<file path="src/rtl/fifo_put_arbiter_pkg.sv">
// fifo_put_arbiter_pkg: shared state encoding and put counter width for the FIFO put arbiter
package fifo_put_arbiter_pkg;
  localparam int CNT_W = 16;
  typedef enum logic [1:0] {INIT, ARB, STALL} state_t;
endpackage

</file>
<file path="src/rtl/fifo_put_arbiter_rr_pick.sv">
// fifo_put_arbiter_rr_pick: combinational round-robin selector, search starts one past ptr
//   req   : candidate request vector
//   ptr   : index of the last winner
//   win   : one-hot winner
//   idx   : winner index
//   valid : any candidate present
module fifo_put_arbiter_rr_pick #(
  parameter int N_REQ = 4,
  parameter int IW = $clog2(N_REQ)
) (
  input  logic [N_REQ-1:0] req,
  input  logic [IW-1:0]    ptr,
  output logic [N_REQ-1:0] win,
  output logic [IW-1:0]    idx,
  output logic             valid
);
  always_comb begin
    idx = '0;
    valid = 1'b0;
    for (int k = 1; k <= N_REQ; k++)
      if (!valid && req[IW'((int'(ptr) + k) % N_REQ)]) begin
        valid = 1'b1;
        idx = IW'((int'(ptr) + k) % N_REQ);
      end
    win = N_REQ'(valid) << idx;
  end
endmodule

</file>
<file path="src/rtl/fifo_put_arbiter.sv">
// fifo_put_arbiter: round-robin arbiter funnelling N_REQ requesters into one FIFO ring put port
//   clk_put, reset : clock, asynchronous active-high reset
//   req, data_in   : per-requester request and word (word i at [i*N_BITS +: N_BITS])
//   full, hold     : ring back-pressure, either one blocks puts
//   init_put       : one-cycle token-initialisation pulse after reset
//   en_put, data_put, grant : registered put strobe, word and one-hot acknowledge
//   put_count      : accepted puts since reset, wrapping
module fifo_put_arbiter
  import fifo_put_arbiter_pkg::*;
#(
  parameter int N_BITS = 32,
  parameter int N_REQ = 4
) (
  input  logic                    clk_put,
  input  logic                    reset,
  input  logic [N_REQ-1:0]        req,
  input  logic [N_REQ*N_BITS-1:0] data_in,
  input  logic                    full,
  input  logic                    hold,
  output logic                    init_put,
  output logic                    en_put,
  output logic [N_BITS-1:0]       data_put,
  output logic [N_REQ-1:0]        grant,
  output logic [CNT_W-1:0]        put_count
);
  localparam int IW = $clog2(N_REQ);
  state_t state, state_nxt;
  logic [IW-1:0] last, idx;
  logic [N_REQ-1:0] win;
  logic valid, put;
  // the requester granted this cycle sits out one round so it can drop or renew its request
  fifo_put_arbiter_rr_pick #(.N_REQ(N_REQ)) rr_pick (
    .req(req & ~grant),
    .ptr(last),
    .win(win),
    .idx(idx),
    .valid(valid)
  );
  always_comb begin
    state_nxt = state == INIT ? ARB : (full | hold) ? STALL : ARB;
    put = state == ARB && !(full | hold) && valid;
  end
  always_ff @(posedge clk_put or posedge reset)
    if (reset) begin
      state <= INIT;
      init_put <= 1'b0;
      en_put <= 1'b0;
      grant <= '0;
      data_put <= '0;
      put_count <= '0;
      last <= IW'(N_REQ - 1);
    end else begin
      state <= state_nxt;
      init_put <= state == INIT;
      en_put <= put;
      grant <= put ? win : '0;
      if (put) begin
        data_put <= data_in[idx*N_BITS +: N_BITS];
        last <= idx;
        put_count <= put_count + 1'b1;
      end
    end
endmodule
</file>
<file path="config.mk">
export PLATFORM = sky130hd
export DESIGN_NAME = fifo_put_arbiter
export DESIGN_NICKNAME = d
export VERILOG_FILES = /design/src/rtl/fifo_put_arbiter_pkg.sv /design/src/rtl/fifo_put_arbiter_rr_pick.sv /design/src/rtl/fifo_put_arbiter.sv
export SDC_FILE = /design/constraint.sdc
export NUM_CORES = 1
export LEC_CHECK = 0
export CAP_MARGIN = 20
export CORE_UTILIZATION = 38
export CTS_BUF_LIST = sky130_fd_sc_hd__clkbuf_16
export CTS_CLUSTER_DIAMETER = 40
export CTS_CLUSTER_SIZE = 30
export DETAILED_ROUTE_END_ITERATION = 16
export GPL_TIMING_DRIVEN = 0
export HOLD_SLACK_MARGIN = 0.08
export PLACE_DENSITY = 0.84
export RECOVER_POWER = 25
export REMOVE_ABC_BUFFERS = 1
export SLEW_MARGIN = 0
export SYNTH_ARGS = -nofsm -noshare
export SYNTH_HDL_FRONTEND = slang
export SYNTH_SLANG_ARGS = --single-unit
</file>
<file path="constraint.sdc">
create_clock -name clk_put -period 2.55 [get_ports clk_put]
set_clock_uncertainty 0.2 [all_clocks]
set_input_delay 0.3825 -clock clk_put [delete_from_list [all_inputs] [get_ports clk_put]]
set_output_delay 0.3825 -clock clk_put [all_outputs]
set_load 0.05 [all_outputs]
</file>
Word-level counts from Yosys, hierarchy flattened. Index checks and enable logic that the tools add are counted.

Logic and storage cells: 55. Output and inout bits: 54. Flip-flop bits (word level): 58. Input bits: 136.

Mux-type cells: 23. Order comparisons: 4. Reduce and logical (&&, ||, !) cells: 10. Add/sub/neg operators: 5. Bitwise logic cells: 3. Shift operators: 2. Eq/ne operators: 1.

Operator list (count): 128-bit by 8-bit indexed part select with 32-bit output (1); 16-bit by 1-bit adder with 16-bit output, second input constant (1); 2-bit by 4-bit less-than comparator with 1-bit output, second input constant (4); 1-bit two-way mux (12); 2-bit two-way mux (6); 1-bit binary-select mux with 2-bit select (4); 1-bit logical AND (5); 2-bit by 1-bit adder with 2-bit output, second input constant (2); 2-bit adder, second input constant (2); 4-bit bitwise AND (1); 1-bit zero test (4); 4-bit two-way mux (1); 4-bit inverter (1); 1-bit by 2-bit left shift with 4-bit output (1); 2-bit by 1-bit == test with 1-bit output, second input constant (1); 2-bit zero test (1); 1-bit bitwise OR (1).

Logic depth before layout (Yosys ltp).
Depth in word-level cells: 17. Gate-level depth with buffers: 8. Depth with buffers taken out: 7.

Cells and area by module. From an unflattened synthesis, not the netlist that was laid out.

Cell total of the unflattened synthesis: 214. Area, all modules: 3362.0 sq um.

By module, submodules not included: fifo_put_arbiter (times used 1, cells each 190, area each 3210.6 sq um, seq. area each 1453.9 sq um); fifo_put_arbiter_rr_pick (times used 1, cells each 24, area each 151.4 sq um, seq. area each 0.0 sq um).

Worst setup path before layout. OpenSTA, ideal clock, no wires.

Path kind: reg2reg. Start: reg grant[1]. End: reg data_put[31]. Path buffers: 1. Data required time: 2.224 ns. Cell stages (with the launch flop): 7. Data arrival time: 1.946 ns. Setup slack: 0.278 ns. Clock period less this slack: 2.272 ns. Setup time: 0.126 ns. Path through: dfrtp_1 -> or3b_1 -> a221oi_1 -> or3_1 -> buf_4 -> o22ai_1 -> a221o_1.

Word-level cells in the longest chain between the ends: 16. Elaborated cells between the ends (all ways): 30. Those cells by class: shift (1); mux (20); bitwise (2); reduce/logical (7).

RTL lines: start: declaration (RTL line fifo_put_arbiter.sv:23) `output logic [N_REQ-1:0] grant,`; start signal: assignment (RTL line fifo_put_arbiter.sv:56) `grant <= put ? win : '0;`; 4-bit inverter (*) (RTL line fifo_put_arbiter.sv:33) `.req(req & ~grant),`; 4-bit bitwise AND (*) (RTL line fifo_put_arbiter.sv:33); 1-bit binary-select mux with 2-bit select (RTL line fifo_put_arbiter_rr_pick.sv:21) `if (!valid && req[IW'((int'(ptr) + k) % N_REQ)]) begin`; 1-bit two-way mux (not written as such) (2 in series) (RTL line fifo_put_arbiter_rr_pick.sv:21); 1-bit two-way mux (RTL line fifo_put_arbiter_rr_pick.sv:21); 1-bit zero test (RTL line fifo_put_arbiter_rr_pick.sv:21); 1-bit logical AND (RTL line fifo_put_arbiter_rr_pick.sv:21); 1-bit two-way mux (RTL line fifo_put_arbiter_rr_pick.sv:21); 1-bit zero test (RTL line fifo_put_arbiter_rr_pick.sv:21); 1-bit logical AND (RTL line fifo_put_arbiter_rr_pick.sv:21); 1-bit two-way mux (RTL line fifo_put_arbiter_rr_pick.sv:21); 1-bit zero test (RTL line fifo_put_arbiter_rr_pick.sv:21); 1-bit logical AND (RTL line fifo_put_arbiter_rr_pick.sv:21); 2-bit two-way mux or 1-bit two-way mux (tied branches) (RTL line fifo_put_arbiter_rr_pick.sv:21); 128-bit by 8-bit indexed part select with 32-bit output or 1-bit logical AND (tied branches) (RTL line fifo_put_arbiter.sv:58, fifo_put_arbiter.sv:41); end signal: assignment (RTL line fifo_put_arbiter.sv:58) `data_put <= data_in[idx*N_BITS +: N_BITS];`; end: declaration (RTL line fifo_put_arbiter.sv:22) `output logic [N_BITS-1:0] data_put,`.

Every way passes the cells marked *; elsewhere a longest branch is shown, timed or not. The select of a mux whose other input is x is not followed. A chain may end at the register's enable or synchronous reset.

Worst setup path after layout.
Start: in hold. End: reg put_count[15].

Word-level cells in the longest chain between the ends: 4.

RTL lines: start: declaration (RTL line fifo_put_arbiter.sv:19) `input logic hold,`; 1-bit bitwise OR (RTL line fifo_put_arbiter.sv:41) `put = state == ARB && !(full | hold) && valid;`; 1-bit zero test (RTL line fifo_put_arbiter.sv:41); 1-bit logical AND (2 in series) (RTL line fifo_put_arbiter.sv:41); end signal: assignment (RTL line fifo_put_arbiter.sv:60) `put_count <= put_count + 1'b1;`; end: declaration (RTL line fifo_put_arbiter.sv:24) `output logic [CNT_W-1:0] put_count`.

No other way between the ends.

==> flow_summary_export.csv <==
group,metric,value,unit
status,outcome,"complete, no violations",
critical_path,worstPathRequired,2550,ps
floorplanning,ios,190,
floorplanning,die_area,8670,um^2
synth,synthCells,290,
synth,synth_top_family_by_area,"multiplexers",
pwr,power,5.28,mW
floorplanning,start_util,40.0,%
detailed_routing,dr.pass1.iters,4,
clocking,insertion_delay,320,ps
hold_path,hold_path_class,"register to register",
synth,muxShareOfSynthArea,19.7,%
sta,fmax,413,MHz
synth,synthesis.area,3160,um^2
global_route,grt_pass1_vias,3170,
detailed_routing,final_antenna_net_count,0,
synth,synth_edf_count,0,
layout,antenna_cells,0,
run,drv_cap,0,
critical_path,cpMaxStageDelayCell,"or4b_4",
sta,hold_viol,0,
placed_design,hpwl,6960,um
detailed_routing,wire_per_inst,16.3,um
detailed_routing,drc,0,
detailed_routing,via_per_inst,5.20,
synth,ys_ff_latch,58,
global_route,antenna_found_initial,0,
critical_path,crit_fanout,19,
synth,synthFlopType,"dfrtp_1",
floorplanning,core-area,7890,um^2
clocking,cts_buffer_depth,2,
critical_path,endpoint_kind,"register",
sta,fin_setup_tns,0,ps
clocking,clock_sinks,58,
detailed_routing,routed_wl,9550,um
floorplanning,core.rowCount,32,
critical_path,crit_type,"input port to register",
synth,synth_xor_area_share,4.16,%
sta,period_needed,2420,ps
placed_design,gp_congestion,0.824,
layout,seq_area,1450,um^2
critical_path,crit_buf_inv,3,
synth,synth.distinct_cells,40,
clocking,htreeDepth,3,
sta,slew_viol_final,0,
detailed_routing,drt_iter0_drc,87,
synth,synth-simple-area-share,13.0,%
synth,ys_warn_count,0,
sta,worstMarginPinSlew,934,ps
synth,ys_seq_area_share,46.1,%
sta,setup_viol,0,
sta,hold_slack,225,ps
sta,maxSlewHeadroom,37.5,%
synth,synth_compound_area_share,11.8,%
clocking,holdBufCountCts,0,
synth,yosys.area_share.adder,0.397,%
placed_design,io_buffers,189,
layout,multi_input_area,1620,um^2
floorplanning,die_w,93.1,um
sta,min_period_over_period,95.0,%
synth,async_flop_share,100,%
layout,final_common_cell,"clkdlybuf4s50_1",
pwr,ir_drop,0.484,mV
global_route,track_usage,22.6,%
sta,rsz0062_at_grt,"false",
floorplanning,die_height,93.1,um
layout,fin_nets,615,
critical_path,critPathArrivalTime,2420,ps
critical_path,worstSetupStartpointType,"input port",
pwr,p_per_area,953,nW/um^2
layout,final_cell_mix,"clkdlybuf4s50_1 (186), mux2i_1 (62), dfrtp_1 (56), nand2_1 (42), o221ai_1 (31)",
critical_path,cp_cell_sequence,"clkdlybuf4s50_1 -> or4b_4 -> a31o_4 -> buf_16 -> inv_4 -> and4_4 -> nand4_2 -> xnor2_1",
layout,drive_gt1_share,7.66,%
clocking,cts_root_buf,"clkbuf_16",
clocking,clkTransAtPathRegs,50,ps
detailed_routing,num_vias,3043,
clocking,cts_buffers,9,
critical_path,cp_top_family,"simple AND/OR/NAND/NOR gates",
layout,n_fill_cell,567,
layout,syn_to_final_growth,75.5,%
clocking,cts_tree,"yes",
global_route,grt_remaining_overflow,0,
synth,avgSynthCellArea,10.9,um^2
global_route,grt_pass1_wl,15000,um
critical_path,critPathMaxStageDelay,550,ps
pwr,p_leak,2.46,nW
global_route,grt_max_degree,38,
## registers in the layout, summed over array words and instances, names as in the netlist
signal and cells:
data_put 32, put_count 16, grant 4, last 2
state 2, en_put 1, init_put 1
## worst paths after layout
path                           from             to  slack [ps]  cells past startpoint
min reg2reg                state[0]       init_put         220                      1
max in group asynchronous     reset        last[1]         930                      3
min in group asynchronous     reset   data_put[27]         480                      2
min                        state[0]       init_put         220                      1
max                            hold  put_count[15]         130                      8
max reg2reg                 last[0]   data_put[31]         210                      5
## per-stage QoR
stage	utilization [%]	instances	area (um^2)	setup WS (ps)
after floorplan	-	271	3030	-1790
after global placement	64.0	562	5050	-2910
after detailed placement	65.5	566	5170	-502
after CTS	69.9	584	5510	3.24
after global routing	70.2	585	5540	44.9
final	70.2	585	5540	127
## routing by layer
layer / global-route usage (%) / vias up / share of wire, %
li1: - / 1460 / -
met1: 24.2 / 1439 / 38
met2: 42.9 / 128 / 54
met3: 4.80 / 16 / 5.8
met4: 8.85 / 0 / 2.1
met5: 0 / - / 0
## cell families (layout without fill, tap and decap cells)
| kind of cell | Yosys count | after routing |
|---|---|---|
| and+or+nand+nor | 83 | 84 |
| buffers and inverters | 26 | 218 |
| AOI/OAI and AO/OA | 45 | 45 |
| muxes | 62 | 62 |
| adders and majority gates | 1 | 1 |
| DFF | 58 | 58 |
| xor gates and xnor gates | 15 | 15 |
## power breakdown
group | total, mW | internal [mW] | switching, mW
clock | 1.14 | 0.743 | 0.398
sequential | 1.40 | 1.21 | 0.190
combinational | 2.74 | 1.10 | 1.63
## cell usage after synthesis, types with 4 or more instances
cell	count	area [um^2]
mux2i_1	62	621
dfrtp_1	56	1400
nand2_1	42	158
o221ai_1	31	272
nor2_1	13	48.8
xnor2_1	11	96.3
clkbuf_1	6	22.5
inv_1	6	22.5
buf_4	5	37.5
nand4_1	5	31.3
nor2b_1	5	31.3
and3_1	4	25.0
buf_6	4	45.0
nand2b_1	4	25.0
xor2_1	4	35.0
## cell type report
class,instances,area share [%]
repair buffers,195,36.5
well taps,102,2.30
flip-flops and latches,58,26.2
multi-input cells,207,29.3
clock inverters,7,1.11
clock buffers,9,4.07
inverters,7,0.520
## what timing repair did
item                                   CTS  global route
pin swaps                                2             1
setup endpoints to repair               31             8
gates resized for setup                  5             6
cloned                                   1             0
endpoints found under the hold margin    0             0
buffers inserted                         1             1
Note: power is estimated with default switching activity, not from simulation.
